<file path="config.mk">
export PLATFORM = sky130hd
export DESIGN_NAME = uart_tx_flat
export DESIGN_NICKNAME = d
export VERILOG_FILES = /design/src/rtl/uart_tx_if.sv /design/src/rtl/uart_tx.sv /design/src/flat_wrapper.sv
export SDC_FILE = /design/constraint.sdc
export NUM_CORES = 1
export LEC_CHECK = 0
export ABC_AREA = 1
export CAP_MARGIN = 20
export CELL_PAD_IN_SITES_DETAIL_PLACEMENT = 0
export CELL_PAD_IN_SITES_GLOBAL_PLACEMENT = 1
export CORE_MARGIN = 2
export CORE_UTILIZATION = 39
export CTS_CLUSTER_DIAMETER = 30
export DETAILED_ROUTE_END_ITERATION = 6
export PLACE_DENSITY = 0.76
export RECOVER_POWER = 25
export SLEW_MARGIN = 20
export SYNTH_ARGS = -nofsm -noshare
export SYNTH_HDL_FRONTEND = slang
export SYNTH_SLANG_ARGS = --single-unit
</file>
<file path="constraint.sdc">
create_clock -name clk -period 1.7 [get_ports clk]
set_clock_uncertainty 0.05 [all_clocks]
set_input_delay 0.255 -clock clk [delete_from_list [all_inputs] [get_ports clk]]
set_output_delay 0.255 -clock clk [all_outputs]
set_load 0.01 [all_outputs]
</file>
<file path="src/rtl/uart_tx_if.sv">
// uart_tx_if -- core-side handshake and serial outputs of the UART transmitter.
//   tx_start : one-cycle send request from the core
//   tx_data  : byte to send, sampled only when a request is accepted
//   tx       : serial line, idle high
//   t_byte_o : busy/stall request to the hazard unit
//   tx_done  : one-cycle frame-complete pulse
// master = core side, slave = transmitter side.
interface uart_tx_if;
    logic       tx_start;
    logic [7:0] tx_data;
    logic       tx;
    logic       t_byte_o;
    logic       tx_done;

    modport master (
        output tx_start,
        output tx_data,
        input  tx,
        input  t_byte_o,
        input  tx_done
    );

    modport slave (
        input  tx_start,
        input  tx_data,
        output tx,
        output t_byte_o,
        output tx_done
    );
endinterface

</file>
<file path="src/rtl/uart_tx.sv">
// uart_tx -- 8N1 UART transmitter with registered outputs.
//   clk  : single clock, rising edge
//   rst  : asynchronous, active-high reset
//   bus  : uart_tx_if.slave (tx_start, tx_data in; tx, t_byte_o, tx_done out)
// Frame: start bit 0, eight data bits LSB first, stop bit 1; every bit lasts
// CLKS_PER_BIT cycles. Requests are accepted only in IDLE; the cycle after a
// frame is always IDLE, giving at least one idle-high cycle between frames.
module uart_tx #(
    parameter int unsigned CLKS_PER_BIT = 868
) (
    input logic   clk,
    input logic   rst,
    uart_tx_if.slave bus
);

    typedef enum logic [1:0] {
        IDLE,
        START,
        DATA,
        STOP
    } state_t;

    localparam logic [15:0] BAUD_LAST = 16'(CLKS_PER_BIT - 1);

    state_t      state;
    logic [15:0] baud_cnt;
    logic [2:0]  bit_idx;
    logic [7:0]  shreg;

    always_ff @(posedge clk or posedge rst) begin
        if (rst) begin
            state        <= IDLE;
            baud_cnt     <= '0;
            bit_idx      <= '0;
            shreg        <= '0;
            bus.tx       <= 1'b1;
            bus.t_byte_o <= 1'b0;
            bus.tx_done  <= 1'b0;
        end else begin
            case (state)
                IDLE: begin
                    bus.tx_done <= 1'b0;
                    baud_cnt    <= '0;
                    bit_idx     <= '0;
                    if (bus.tx_start) begin
                        shreg        <= bus.tx_data;
                        state        <= START;
                        bus.tx       <= 1'b0;
                        bus.t_byte_o <= 1'b1;
                    end else begin
                        bus.tx       <= 1'b1;
                        bus.t_byte_o <= 1'b0;
                    end
                end

                START: begin
                    if (baud_cnt == BAUD_LAST) begin
                        baud_cnt <= '0;
                        bit_idx  <= '0;
                        state    <= DATA;
                        bus.tx   <= shreg[0];
                    end else begin
                        baud_cnt <= baud_cnt + 16'd1;
                    end
                end

                DATA: begin
                    if (baud_cnt == BAUD_LAST) begin
                        baud_cnt <= '0;
                        if (bit_idx == 3'd7) begin
                            bit_idx <= '0;
                            state   <= STOP;
                            bus.tx  <= 1'b1;
                        end else begin
                            // shreg[0] is the bit on the line; shift so the
                            // next bit moves into position 0.
                            bit_idx <= bit_idx + 3'd1;
                            shreg   <= {1'b0, shreg[7:1]};
                            bus.tx  <= shreg[1];
                        end
                    end else begin
                        baud_cnt <= baud_cnt + 16'd1;
                    end
                end

                STOP: begin
                    // Requests arriving here are dropped; the return to IDLE
                    // makes the next request wait at least one idle cycle.
                    if (baud_cnt == BAUD_LAST) begin
                        baud_cnt     <= '0;
                        state        <= IDLE;
                        bus.tx       <= 1'b1;
                        bus.t_byte_o <= 1'b0;
                        bus.tx_done  <= 1'b1;
                    end else begin
                        baud_cnt <= baud_cnt + 16'd1;
                    end
                end

                default: begin
                    state        <= IDLE;
                    bus.tx       <= 1'b1;
                    bus.t_byte_o <= 1'b0;
                    bus.tx_done  <= 1'b0;
                end
            endcase
        end
    end

endmodule
</file>
<file path="src/flat_wrapper.sv">
// flat-port wrapper written by rule: the top's interface ports become plain ports
module uart_tx_flat 
#(
    parameter int unsigned CLKS_PER_BIT = 868
)
  (clk, rst, bus_tx_start, bus_tx_data, bus_tx, bus_t_byte_o, bus_tx_done);
  uart_tx_if bus_i ();
  input logic clk;
  input logic rst;
  input wire logic [$bits(bus_i.tx_start)-1:0] bus_tx_start;
  input wire logic [$bits(bus_i.tx_data)-1:0] bus_tx_data;
  output wire logic [$bits(bus_i.tx)-1:0] bus_tx;
  output wire logic [$bits(bus_i.t_byte_o)-1:0] bus_t_byte_o;
  output wire logic [$bits(bus_i.tx_done)-1:0] bus_tx_done;
  assign bus_i.tx_start = bus_tx_start;
  assign bus_i.tx_data = bus_tx_data;
  assign bus_tx = bus_i.tx;
  assign bus_t_byte_o = bus_i.t_byte_o;
  assign bus_tx_done = bus_i.tx_done;
  uart_tx #(.CLKS_PER_BIT(CLKS_PER_BIT)) u_core (.clk(clk), .rst(rst), .bus(bus_i));
endmodule
</file>
==> metrics <==
drt first-iter violations=88; CTS tree=built; via count=1591; Die X=74.7 um; pwr/cell area=1490 mW/mm^2; Multi-input gate area=0.00102 mm^2; Post-Syn Nets=272; Buf/Inv on CP=1; reg2reg setup slack=80 ps; Lkg Pwr=1.11 nW; most common cell after layout, fill and taps aside=nand2_1; Final setup viols=0; yosys warns=0; WP data arrival=1330 ps; H-tree depth=2; synthesized area per cell=7.71 um^2; instance area at placement=0.00219 mm^2; Core Region=0.00479 mm^2; routed wire length=4180 um; Die Y=74.7 um; status=finished clean; total track usage=16.9%; Clock Path Buffers=2; first-pass GRT wire length=7130 um; Initial Utilization=40.8%; TritonRoute pass-1 iters=4; Post-Place Setup Slack=-6.33 ps; row cnt=25; Peak VDD IR=866 uV; number of remaining DRC errors=0; Critical Path RT=1390 ps; Ant. Diodes=0; Reg area=803 um^2; Final period util=96.2%; predominant post-synthesis flop cell=dfrtp_1; final hold violations=0; Non-Filler Instances=346; grt ovf=0; Max Fclk=0.611 GHz; Setup TNS=0 ps; CP startpoint kind=flip-flop; number of buffers created by CTS=5; vias in the first global route=1582; Seq cells post-synth=32; cell area after layout=0.00233 mm^2; pin count of the biggest net entering global routing=33; Clock transition at path regs=70 ps; slowest stage delay, CP=530 ps; Vias/cell=4.60; most frequent cells in the layout=nand2_1 (79), nor2_1 (37), dfrtp_1 (30); number of instances in the placed design=336; Setup WS post-layout=63.9 ps; Worst Tran Pin Value=812 ps; I/O pins=14; ys async rst share=100%; gate count of the mapped netlist=253; Filler Cells Inserted=470; utilization after layout=48.8%; worst min path class=flip-flop to flip-flop; Root Buffer=clkbuf_8; GP Congestion=0.848; Hold-fix buffers, CTS=0; Final min period=1640 ps; initial antenna violation count=0; Crit. End Element=output port; Skew-Pair Late Insertion Delay=280 ps; CTS Sinks=32; Die Area=0.00559 mm^2; share of layout cells above drive strength 1=16.1%; Routed Antenna Nets=0; Largest delay share family, worst path=flip-flops; post-synth cell types=31; Max transition margin=45.9%; WHS=429 ps; netlist area before placement=0.00195 mm^2; dpl hpwl=3070 um; Critical Path, Cell by Cell=clkdlybuf4s50_1; Setup CP Type=flip-flop to output port; EDFF count, synth=0; Tot Pwr=3.47 mW; sequential-to-total area share from yosys stat=41.1%; wire per inst=12.1 um; CP max FO=2; fin. max-slew vios=0; area grow syn2layout=19.6%; Net count, final=297; # port buffers=13; Max-cap violations=0; slowest library cell on the worst path=dfstp_2
## layout make-up
class	count	area share (%)
tap	67	3.59
clock inverter	3	1.82
clock buffer	5	2.95
timing repair buffer	23	9.38
multi-input combinational	191	43.6
sequential	32	34.4
inverter	25	4.23
## per-layer routing
layer,global-route usage (%),vias up,share of wire (%)
li1,-,852,-
met1,21.1,706,49
met2,29.1,27,47
met3,4.15,6,3.0
met4,5.16,0,1.2
met5,0,-,0
## flip-flops by register name, indices dropped and copies added (netlist names)
register / flops
u_core.baud_cnt: 16
u_core.shreg: 8
u_core.bit_idx: 3
u_core.state: 2
u_core.bus.t_byte_o: 1
u_core.bus.tx: 1
u_core.bus.tx_done: 1
## logic make-up after synthesis
logic type | after synthesis | synth area share [%]
compound gates | 6 | 2.50
xor+xnor | 8 | 3.59
fa+ha+maj | 8 | 5.13
buf+inv | 30 | 7.63
flops | 32 | 41.1
simple gates | 169 | 40.1
## Yosys cell counts (all sizes together) (2+ instances only)
| cell type | count | area share [%] |
|---|---|---|
| nand3 | 18 | 5.5 |
| xor2 | 5 | 2.2 |
| dfrtp | 31 | 40 |
| nor2 | 38 | 7.4 |
| inv | 25 | 5.1 |
| xnor2 | 3 | 1.3 |
| or2 | 3 | 1.2 |
| ha | 8 | 5.1 |
| o21ai | 3 | 1.5 |
| nand3b | 2 | 0.77 |
| buf | 5 | 2.6 |
| nand2 | 86 | 18 |
| nor3 | 7 | 2.6 |
| nor3b | 3 | 1.2 |
| nand4 | 12 | 3.8 |
## power breakdown
group          internal [mW]  total, mW  switching (mW)
clock network          0.434      0.737           0.303
registers              0.971       1.13           0.158
logic                  0.672       1.61           0.937
total                   2.08       3.47            1.40
## final timing paths
path | startpoint | to | depth (start not counted)
max in group asynchronous | rst | u_core.state[1] | 3
worst min register to register | u_core.shreg[5] | u_core.shreg[5] | 2
worst max register to register | u_core.bit_idx[0] | u_core.shreg[0] | 7
worst max-delay path | u_core.bus.tx | bus_tx | 1
min in group asynchronous | rst | u_core.baud_cnt[9] | 3
worst min-delay path | u_core.shreg[5] | u_core.shreg[5] | 2
## repair_timing
item	4_1_cts	5_1_grt
pin swaps	1	3
hold endpoints to repair	0	0
gates resized for setup	1	6
setup buffers	0	2
endpoints found under the setup margin	8	9
Power figures use the tool's default switching activity.
